<file path="src/rtl/cpu_alu_seq.sv">
// -----------------------------------------------------------------------------
// cpu_alu_seq
//   Sequential ALU for the CPU datapath. Takes one operation per valid/ready
//   handshake. Non-shift operations (and shifts by zero) complete at the accept
//   edge. Shifts run serially, one bit per cycle. Each completion writes a
//   registered result and a flag word {carry, zero, equal, larger}.
//
// Ports
//   clk            rising-edge clock
//   rst            synchronous active-high reset
//   i_valid        request valid
//   o_ready        ready to accept a request (high in IDLE)
//   i_opcode       ADD, SHL, SHR, CPR, AND, OR, XOR, NOT
//   i_carry_in_en  ADD only: also add the stored carry flag (ADC)
//   i_a, i_b       operands
//   i_shamt        shift amount, clamped to pDATA_WIDTH
//   i_flag_clr     clear the flag register at the next edge
//   o_valid        one-cycle completion pulse
//   o_result       registered result, held until the next completion
//   o_flags        registered {carry, zero, equal, larger}, held
// -----------------------------------------------------------------------------
module cpu_alu_seq #(
    parameter int pDATA_WIDTH  = 8,
    parameter int pSHAMT_WIDTH = $clog2(pDATA_WIDTH) + 1
) (
    input  logic                    clk,
    input  logic                    rst,
    input  logic                    i_valid,
    output logic                    o_ready,
    input  logic [2:0]              i_opcode,
    input  logic                    i_carry_in_en,
    input  logic [pDATA_WIDTH-1:0]  i_a,
    input  logic [pDATA_WIDTH-1:0]  i_b,
    input  logic [pSHAMT_WIDTH-1:0] i_shamt,
    input  logic                    i_flag_clr,
    output logic                    o_valid,
    output logic [pDATA_WIDTH-1:0]  o_result,
    output logic [3:0]              o_flags
);

    typedef enum logic [2:0] {
        OP_ADD = 3'd0,
        OP_SHL = 3'd1,
        OP_SHR = 3'd2,
        OP_CPR = 3'd3,
        OP_AND = 3'd4,
        OP_OR  = 3'd5,
        OP_XOR = 3'd6,
        OP_NOT = 3'd7
    } enum_alu_opcode_t;

    typedef struct packed {
        logic carry;
        logic zero;
        logic equal;
        logic larger;
    } struct_alu_flag_t;

    typedef enum logic {
        ST_IDLE  = 1'b0,
        ST_SHIFT = 1'b1
    } state_t;

    localparam logic [pSHAMT_WIDTH-1:0] SHAMT_MAX = pSHAMT_WIDTH'(pDATA_WIDTH);
    localparam logic [pSHAMT_WIDTH-1:0] CNT_ONE   = pSHAMT_WIDTH'(1);

    // Registered state
    state_t                  state_q,  state_d;
    logic [pDATA_WIDTH-1:0]  work_q,   work_d;
    logic [pSHAMT_WIDTH-1:0] cnt_q,    cnt_d;
    logic [pDATA_WIDTH-1:0]  a_q,      a_d;
    logic [pDATA_WIDTH-1:0]  b_q,      b_d;
    logic                    shl_q,    shl_d;
    logic [pDATA_WIDTH-1:0]  result_q, result_d;
    struct_alu_flag_t        flags_q,  flags_d;
    logic                    valid_q,  valid_d;

    // Combinational helpers
    enum_alu_opcode_t        op;
    logic                    accept;
    logic                    is_shift;
    logic [pSHAMT_WIDTH-1:0] shamt_eff;
    logic [pDATA_WIDTH:0]    sum;
    logic [pDATA_WIDTH-1:0]  shifted;
    logic                    shift_out_bit;

    // Completion bundle: whichever path finishes an op fills these in, and a
    // single write-back below turns them into result/flags.
    logic                    fin;
    logic [pDATA_WIDTH-1:0]  fin_result;
    logic                    fin_carry;
    logic [pDATA_WIDTH-1:0]  fin_a;
    logic [pDATA_WIDTH-1:0]  fin_b;

    always_comb begin
        state_d  = state_q;
        work_d   = work_q;
        cnt_d    = cnt_q;
        a_d      = a_q;
        b_d      = b_q;
        shl_d    = shl_q;
        result_d = result_q;
        flags_d  = flags_q;
        valid_d  = 1'b0;

        fin        = 1'b0;
        fin_result = '0;
        fin_carry  = 1'b0;
        fin_a      = i_a;
        fin_b      = i_b;

        op        = enum_alu_opcode_t'(i_opcode);
        accept    = i_valid && (state_q == ST_IDLE);
        is_shift  = (op == OP_SHL) || (op == OP_SHR);
        shamt_eff = (i_shamt > SHAMT_MAX) ? SHAMT_MAX : i_shamt;

        // ADC uses the carry flag as it sits in the register at the accept edge.
        sum = {1'b0, i_a} + {1'b0, i_b}
            + (pDATA_WIDTH + 1)'(i_carry_in_en & flags_q.carry);

        // One-bit step of the serial shifter, zero fill.
        shifted       = shl_q ? {work_q[pDATA_WIDTH-2:0], 1'b0}
                              : {1'b0, work_q[pDATA_WIDTH-1:1]};
        shift_out_bit = shl_q ? work_q[pDATA_WIDTH-1] : work_q[0];

        case (state_q)
            ST_IDLE: begin
                if (accept) begin
                    if (is_shift && (shamt_eff != '0)) begin
                        state_d = ST_SHIFT;
                        work_d  = i_a;
                        cnt_d   = shamt_eff;
                        a_d     = i_a;
                        b_d     = i_b;
                        shl_d   = (op == OP_SHL);
                    end else begin
                        fin = 1'b1;
                        case (op)
                            OP_ADD: begin
                                fin_result = sum[pDATA_WIDTH-1:0];
                                fin_carry  = sum[pDATA_WIDTH];
                            end
                            OP_SHL,
                            OP_SHR:  fin_result = i_a;   // k = 0
                            OP_CPR:  fin_result = i_a;
                            OP_AND:  fin_result = i_a & i_b;
                            OP_OR:   fin_result = i_a | i_b;
                            OP_XOR:  fin_result = i_a ^ i_b;
                            OP_NOT:  fin_result = ~i_a;
                            default: fin_result = '0;
                        endcase
                    end
                end
            end

            ST_SHIFT: begin
                work_d = shifted;
                cnt_d  = cnt_q - CNT_ONE;
                if (cnt_q == CNT_ONE) begin
                    state_d    = ST_IDLE;
                    fin        = 1'b1;
                    fin_result = shifted;
                    fin_carry  = shift_out_bit;
                    fin_a      = a_q;
                    fin_b      = b_q;
                end
            end

            default: state_d = ST_IDLE;
        endcase

        if (fin) begin
            valid_d        = 1'b1;
            result_d       = fin_result;
            flags_d.carry  = fin_carry;
            flags_d.zero   = (fin_result == '0);
            flags_d.equal  = (fin_a == fin_b);
            flags_d.larger = (fin_a > fin_b);
        end

        // Clear beats a coinciding completion for the flags only.
        if (i_flag_clr) begin
            flags_d = '0;
        end
    end

    always_ff @(posedge clk) begin
        if (rst) begin
            state_q  <= ST_IDLE;
            work_q   <= '0;
            cnt_q    <= '0;
            a_q      <= '0;
            b_q      <= '0;
            shl_q    <= 1'b0;
            result_q <= '0;
            flags_q  <= '0;
            valid_q  <= 1'b0;
        end else begin
            state_q  <= state_d;
            work_q   <= work_d;
            cnt_q    <= cnt_d;
            a_q      <= a_d;
            b_q      <= b_d;
            shl_q    <= shl_d;
            result_q <= result_d;
            flags_q  <= flags_d;
            valid_q  <= valid_d;
        end
    end

    assign o_ready  = (state_q == ST_IDLE);
    assign o_valid  = valid_q;
    assign o_result = result_q;
    assign o_flags  = flags_q;

endmodule

</file>
<file path="config.mk">
export PLATFORM = sky130hd
export DESIGN_NAME = cpu_alu_seq
export DESIGN_NICKNAME = d
export VERILOG_FILES = /design/src/rtl/cpu_alu_seq.sv
export SDC_FILE = /design/constraint.sdc
export NUM_CORES = 1
export LEC_CHECK = 0
export BUFFER_PORTS_ARGS = -buffer_cell sky130_fd_sc_hd__buf_2
export CAP_MARGIN = 20
export CORE_AREA = 2 2 77 79
export CTS_BUF_LIST = sky130_fd_sc_hd__clkbuf_4
export DETAILED_ROUTE_END_ITERATION = 10
export DIE_AREA = 0 0 79 81
export PLACE_DENSITY = 0.8
export SLEW_MARGIN = 25
export SYNTH_ARGS = -nofsm -noshare
export SYNTH_HDL_FRONTEND = slang
export SYNTH_SLANG_ARGS = --single-unit
</file>
<file path="constraint.sdc">
create_clock -name clk -period 4.1 [get_ports clk]
set_input_delay 0.615 -clock clk [delete_from_list [all_inputs] [get_ports clk]]
set_output_delay 0.615 -clock clk [all_outputs]
set_load 0.02 [all_outputs]
</file>
# Yosys cells after proc, flatten, opt, wreduce, memory -nomap -nowiden
# Index checks and enable logic that the tools add are counted.
[totals]
reg_bits = 43
inputBits = 28
out_inout_bits = 14
wordCells = 76
[op_classes]
addsub = 3
order_cmp = 2
n_eq_ne = 11
mux = 32
n_bitwise = 6
reduce_logical = 10
[op_table]
columns = ["cell", "count"]
rows = [
  ["$mux W8", 10],
  ["$pmux W8 S6", 1],
  ["$pmux W8 S2", 2],
  ["$eq A3 B3 Y1 const B", 4],
  ["$mux W1", 12],
  ["$mux W4", 3],
  ["$add A8 B8 Y9", 1],
  ["$add A9 B1 Y9", 1],
  ["$and A8 B8 Y8", 1],
  ["$eq A8 B8 Y1", 1],
  ["$gt A8 B8 Y1", 1],
  ["$logic_not A8 Y1", 1],
  ["$not A8 Y8", 1],
  ["$or A8 B8 Y8", 1],
  ["$pmux W4 S2", 1],
  ["$xor A8 B8 Y8", 1],
  ["$eq A3 B2 Y1 const B", 2],
  ["$pmux W1 S2", 3],
  ["$eq A4 B1 Y1 const B", 1],
  ["$gt A4 B4 Y1 const B", 1],
  ["$ne A2 B1 Y1 const B", 2],
  ["$reduce_bool A4 Y1", 1],
  ["$sub A4 B1 Y4 const B", 1],
  ["$eq A3 B1 Y1 const B", 1],
  ["9 further kinds", 10],
]

# Depth between registers and ports, before layout
[depth]
ltp_word = 8
mapped_depth = 15
mapped_depth_nobuf = 13

# Worst setup path after synthesis
# No wires, ideal clock.
[synth_timing]
path_type = "input to register"
start = "input port i_a[0]"
end = "register flags_q, in the netlist o_flags[2]"
setup_ns = 0.060
arrival_time_ns = 2.572
t_required_ns = 4.040
path_slack_ns = 1.469
cell_stages = 10
n_path_buf = 0
cell_sequence = "inv_1 -> fa_1 -> fa_1 -> nor2b_1 -> o22ai_1 -> mux2i_1 -> a32o_1 -> nor4_2 -> nand4_1 -> nand2_1"
[synth_via]
elab_chain_len = 7
elab_cells_between_ends = 11
classes_between = "add/sub: 2; mux: 4; bitwise: 4; reduce/logical: 1"
[synth_lines]
columns = ["item", "line_no", "source"]
rows = [
  ["start, declared", "32", "input logic [pDATA_WIDTH-1:0] i_a,"],
  ["$add A8 B8 Y9", "118", "sum = {1'b0, i_a} + {1'b0, i_b}"],
  ["$add A9 B1 Y9", "119", "+ (pDATA_WIDTH + 1)'(i_carry_in_en & flags_q.carry);"],
  ["$pmux W8 S6 *", "138", "case (op)"],
  ["$mux W8 *", "129", "if (is_shift && (shamt_eff != '0)) begin"],
  ["$mux W8 *", "128", "if (accept) begin"],
  ["$pmux W8 S2 *", "126", "case (state_q)"],
  ["$logic_not A8 Y1 *", "176", "flags_d.zero = (fin_result == '0);"],
  ["end signal, assigned", "206", "flags_q <= flags_d;"],
  ["end, declared", "75", "struct_alu_flag_t flags_q, flags_d;"],
]
# Mark *: on every way between the ends. The rest lies on a longest branch, timed or not.
# A chain may end at the register's enable or synchronous reset.

# Final worst setup path
[layout_timing]
start = "register state_q"
end = "register flags_q, in the netlist o_flags[0]"
[layout_via]
elab_chain_len = 4
elab_cells_between_ends = 7
classes_between = "order compare: 1; mux: 4; bitwise: 1; reduce/logical: 1"
[layout_lines]
columns = ["item", "line_no", "source"]
rows = [
  ["start, declared", "68", "state_t state_q, state_d;"],
  ["start signal, assigned", "199", "state_q <= state_d;"],
  ["branches (longest 4 deep; another with $gt A8 B8 Y1)", "-", ""],
]
# Several ways; the timed one is not identified.

==> results.json <==
{
  "critical_path_class": "reg2reg",
  "yosysUniqueCellTypes": 60,
  "start_util": 0.567,
  "fin_crit_ns": 2.85,
  "netlist_instances": 428,
  "clkSinkCount": 43,
  "ant_nets": 0,
  "path_cells": "nand2b_1 > nor3b_2 > buf_4 > o21ai_0 > ha_1 > a21o_1 > a21o_1 > a21oi_1 > o21ai_0 > a22oi_1 > nor3_1",
  "fp.dieArea_um2": 6400,
  "drt_first_pass_iters": 8,
  "seq_area_um2": 861,
  "fp.dieH_um": 81,
  "grt_max_degree": 44,
  "wirelength_um": 8940,
  "max_slew_margin": 0.429,
  "fill_cells": 543,
  "dp_worst_setup_slack_ns": 1.12,
  "antenna_cells": 0,
  "coreArea_um2": 5680,
  "synth_edf_count": 0,
  "syn_avg_cell_area_um2": 7.52,
  "worst_path_largest_cell_delay_ns": 0.63,
  "peakVddDrop_mv": 0.183,
  "dieWidth_um": 79,
  "start_kind": "flop",
  "cts_buffers": 5,
  "power.density_nw_per_um2": 281,
  "dp.final_hpwl_um": 6520,
  "synth_seq_cells": 43,
  "leakage_uw": 0.00143,
  "setup_tns_ns": 0,
  "fin_worst_skew_ns": 0.0159,
  "min_path_cells": 2,
  "postCtsSetupBuffers": 0,
  "path_clk_slew_ns": 0.15,
  "r2r-end": "o_flags[0]",
  "crit_path_end_kind": "flop",
  "finalWorstSetupSlack_ns": 1.25,
  "synthArstFlopShare": 0,
  "tritoncts": "done",
  "tightest_slew_ns": 0.855,
  "place.gp.congestion": 0.913,
  "outcome": "finished, final reports clean",
  "syn_area_um2": 3220,
  "clock.fmax_mhz": 351,
  "crit_required_ns": 4.35,
  "yosysWarnings": 0,
  "h-tree-depth": 2,
  "hold_start": "i_flag_clr",
  "yosysSeqAreaShare": 0.267,
  "grt_pass1_vias": 3010,
  "r2r_slack_ns": 1.25,
  "crit_slowest_cell": "dfxtp_1",
  "ios": 42,
  "min_path_type": "in2reg",
  "cp_max_fo": 38,
  "port_buffers": 41,
  "drv_slew": 0,
  "post-route-period-util": 0.695,
  "nets": 507,
  "multi_input_area_um2": 2160,
  "reg2reg_from": "state_q",
  "cts_resized": 0,
  "cts_root_buffer": "clkbuf_4",
  "critPathArrivalTime_ns": 3.10,
  "final_common_cell": "nand2_1",
  "rows": 28,
  "layout_common_cells": "nand2_1 (63), a21oi_1 (45), dfxtp_1 (43)",
  "grt_pass1_wl_um": 14600,
  "setup_viol_count_final": 0,
  "synth_nets": 484,
  "routedWlPerCell_um": 17.0,
  "drt_iter0_markers": 310,
  "clk_path_buf_depth": 2,
  "drive_above_1_share": 0.142,
  "clkLatencyLatePin_ns": 0.37,
  "route.detailed.drc": 0,
  "hold_violations": 0,
  "track_usage": 0.291,
  "rsz0062_at_grt": "false",
  "min_to": "o_flags[1]",
  "worst-r2r-cell-count": 11,
  "antenna_found_initial": 0,
  "cts_hold_buf": 0,
  "area_growth_pct": 8.01,
  "ys.flop_type": "dfxtp_1",
  "drv_cap": 0,
  "viasPerCell": 6.14,
  "gr-total-overflow": 0,
  "via_count": 3235
}
per-layer routing:
metal | up-vias | share of wire | GRT usage
met3 | 28 | 0.087 | 0.0467
met1 | 1499 | 0.42 | 0.377
met4 | 0 | 0.034 | 0.131
met5 | - | 0 | 0
li1 | 1562 | - | -
met2 | 146 | 0.46 | 0.481
critical path: cells and delay by family, from the launching register on:
family / cells / cell delay (ns)
AO/OA/AOI/OAI: 6 / 0.92
flip-flops: 1 / 0.63
AND/OR/NAND/NOR: 3 / 0.46
buffers and inverters: 1 / 0.37
adder cells (fa/ha/maj): 1 / 0.33
worst max path at each step:
| stage | cells past startpoint | endpoint | start | slack, ns |
|---|---|---|---|---|
| 6_report | 11 | o_flags[0] | state_q | 1.25 |
| 5_1_grt | 11 | o_flags[0] | state_q | 1.01 |
| 4_1_cts | 11 | o_flags[0] | state_q | 1.27 |
| 3_5_place_dp | 11 | o_flags[2] | i_a[0] | 1.12 |
| 3_3_place_gp | 11 | o_flags[2] | i_a[0] | 1.21 |
| 2_1_floorplan | 10 | o_flags[2] | i_a[0] | 1.47 |
Yosys cell counts (all sizes together), types with 2 or more instances:
| master | count | area (µm²) |
|---|---|---|
| o31ai | 2 | 15.0 |
| o311ai | 2 | 25.0 |
| or3b | 2 | 17.5 |
| xnor2 | 2 | 17.5 |
| ha | 26 | 325 |
| nand3 | 4 | 20.0 |
| inv | 22 | 82.6 |
| and2 | 7 | 46.3 |
| clkbuf | 16 | 60.1 |
| and3b | 2 | 17.5 |
| nand2b | 10 | 62.6 |
| a211o | 2 | 17.5 |
| nor4 | 3 | 31.3 |
| mux2i | 10 | 100 |
| or2 | 3 | 18.8 |
| nand2 | 63 | 236 |
| buf | 11 | 58.8 |
| a211oi | 13 | 97.6 |
| a311oi | 8 | 70.1 |
| o221ai | 2 | 17.5 |
| nand4 | 3 | 18.8 |
| dfxtp | 43 | 861 |
| o211ai | 3 | 22.5 |
| a21oi | 45 | 225 |
| nor3b | 5 | 37.5 |
| a31oi | 6 | 37.5 |
| nor2b | 8 | 50.1 |
| o2bb2ai | 2 | 17.5 |
| mux2 | 3 | 33.8 |
| nor2 | 37 | 139 |
| o21ai | 22 | 110 |
| a221oi | 3 | 26.3 |
| o22ai | 3 | 18.8 |
| nor3 | 8 | 45.0 |
| a21o | 7 | 52.6 |
| nand3b | 3 | 22.5 |
| fa | 2 | 40.0 |
metrics by stage:
stage / instance area, µm² / hold slack [ns] / util / instances / total power [µW]
floorplan: 3220 / 0.437 / - / 428 / 669
global placement: 3420 / 0.440 / 0.602 / 519 / 746
detailed placement: 3420 / 0.443 / 0.602 / 519 / 752
CTS: 3480 / 0.458 / 0.612 / 527 / 973
global route: 3480 / 0.472 / 0.612 / 527 / 1030
finish: 3480 / 0.453 / 0.612 / 527 / 978
power breakdown:
| group | total, µW | switching, µW | leakage, µW | internal (µW) |
|---|---|---|---|---|
| Clock | 228 | 155 | 0.0000317 | 73.1 |
| Sequential | 463 | 19.6 | 0.000351 | 444 |
| Combinational | 287 | 177 | 0.00105 | 110 |
registers in the layout, indices dropped and copies added (netlist names):
signal	count
o_result	8
a_q	8
work_q	8
b_q	8
state_q	1
o_flags	4
o_valid	1
shl_q	1
cnt_q	4
area by class of cell:
cell class / instances / area share
timing repair buffer: 43 / 0.0634
inverter: 23 / 0.0248
clock buffer: 6 / 0.0130
clock inverter: 2 / 0.00360
multi-input combinational: 335 / 0.621
tap: 75 / 0.0270
sequential: 43 / 0.248
cells by family (layout without fill, tap and decap cells):
kind of cell	Yosys count	count (layout)	synth area share
DFF	43	43	0.267
muxes	13	13	0.0416
adders and majority gates	28	28	0.114
and+or+nand+nor	162	162	0.246
xor gates and xnor gates	3	3	0.00817
buffers and inverters	50	74	0.0638
AOI/OAI and AO/OA	129	129	0.259
(Power assumes the default switching activity.)
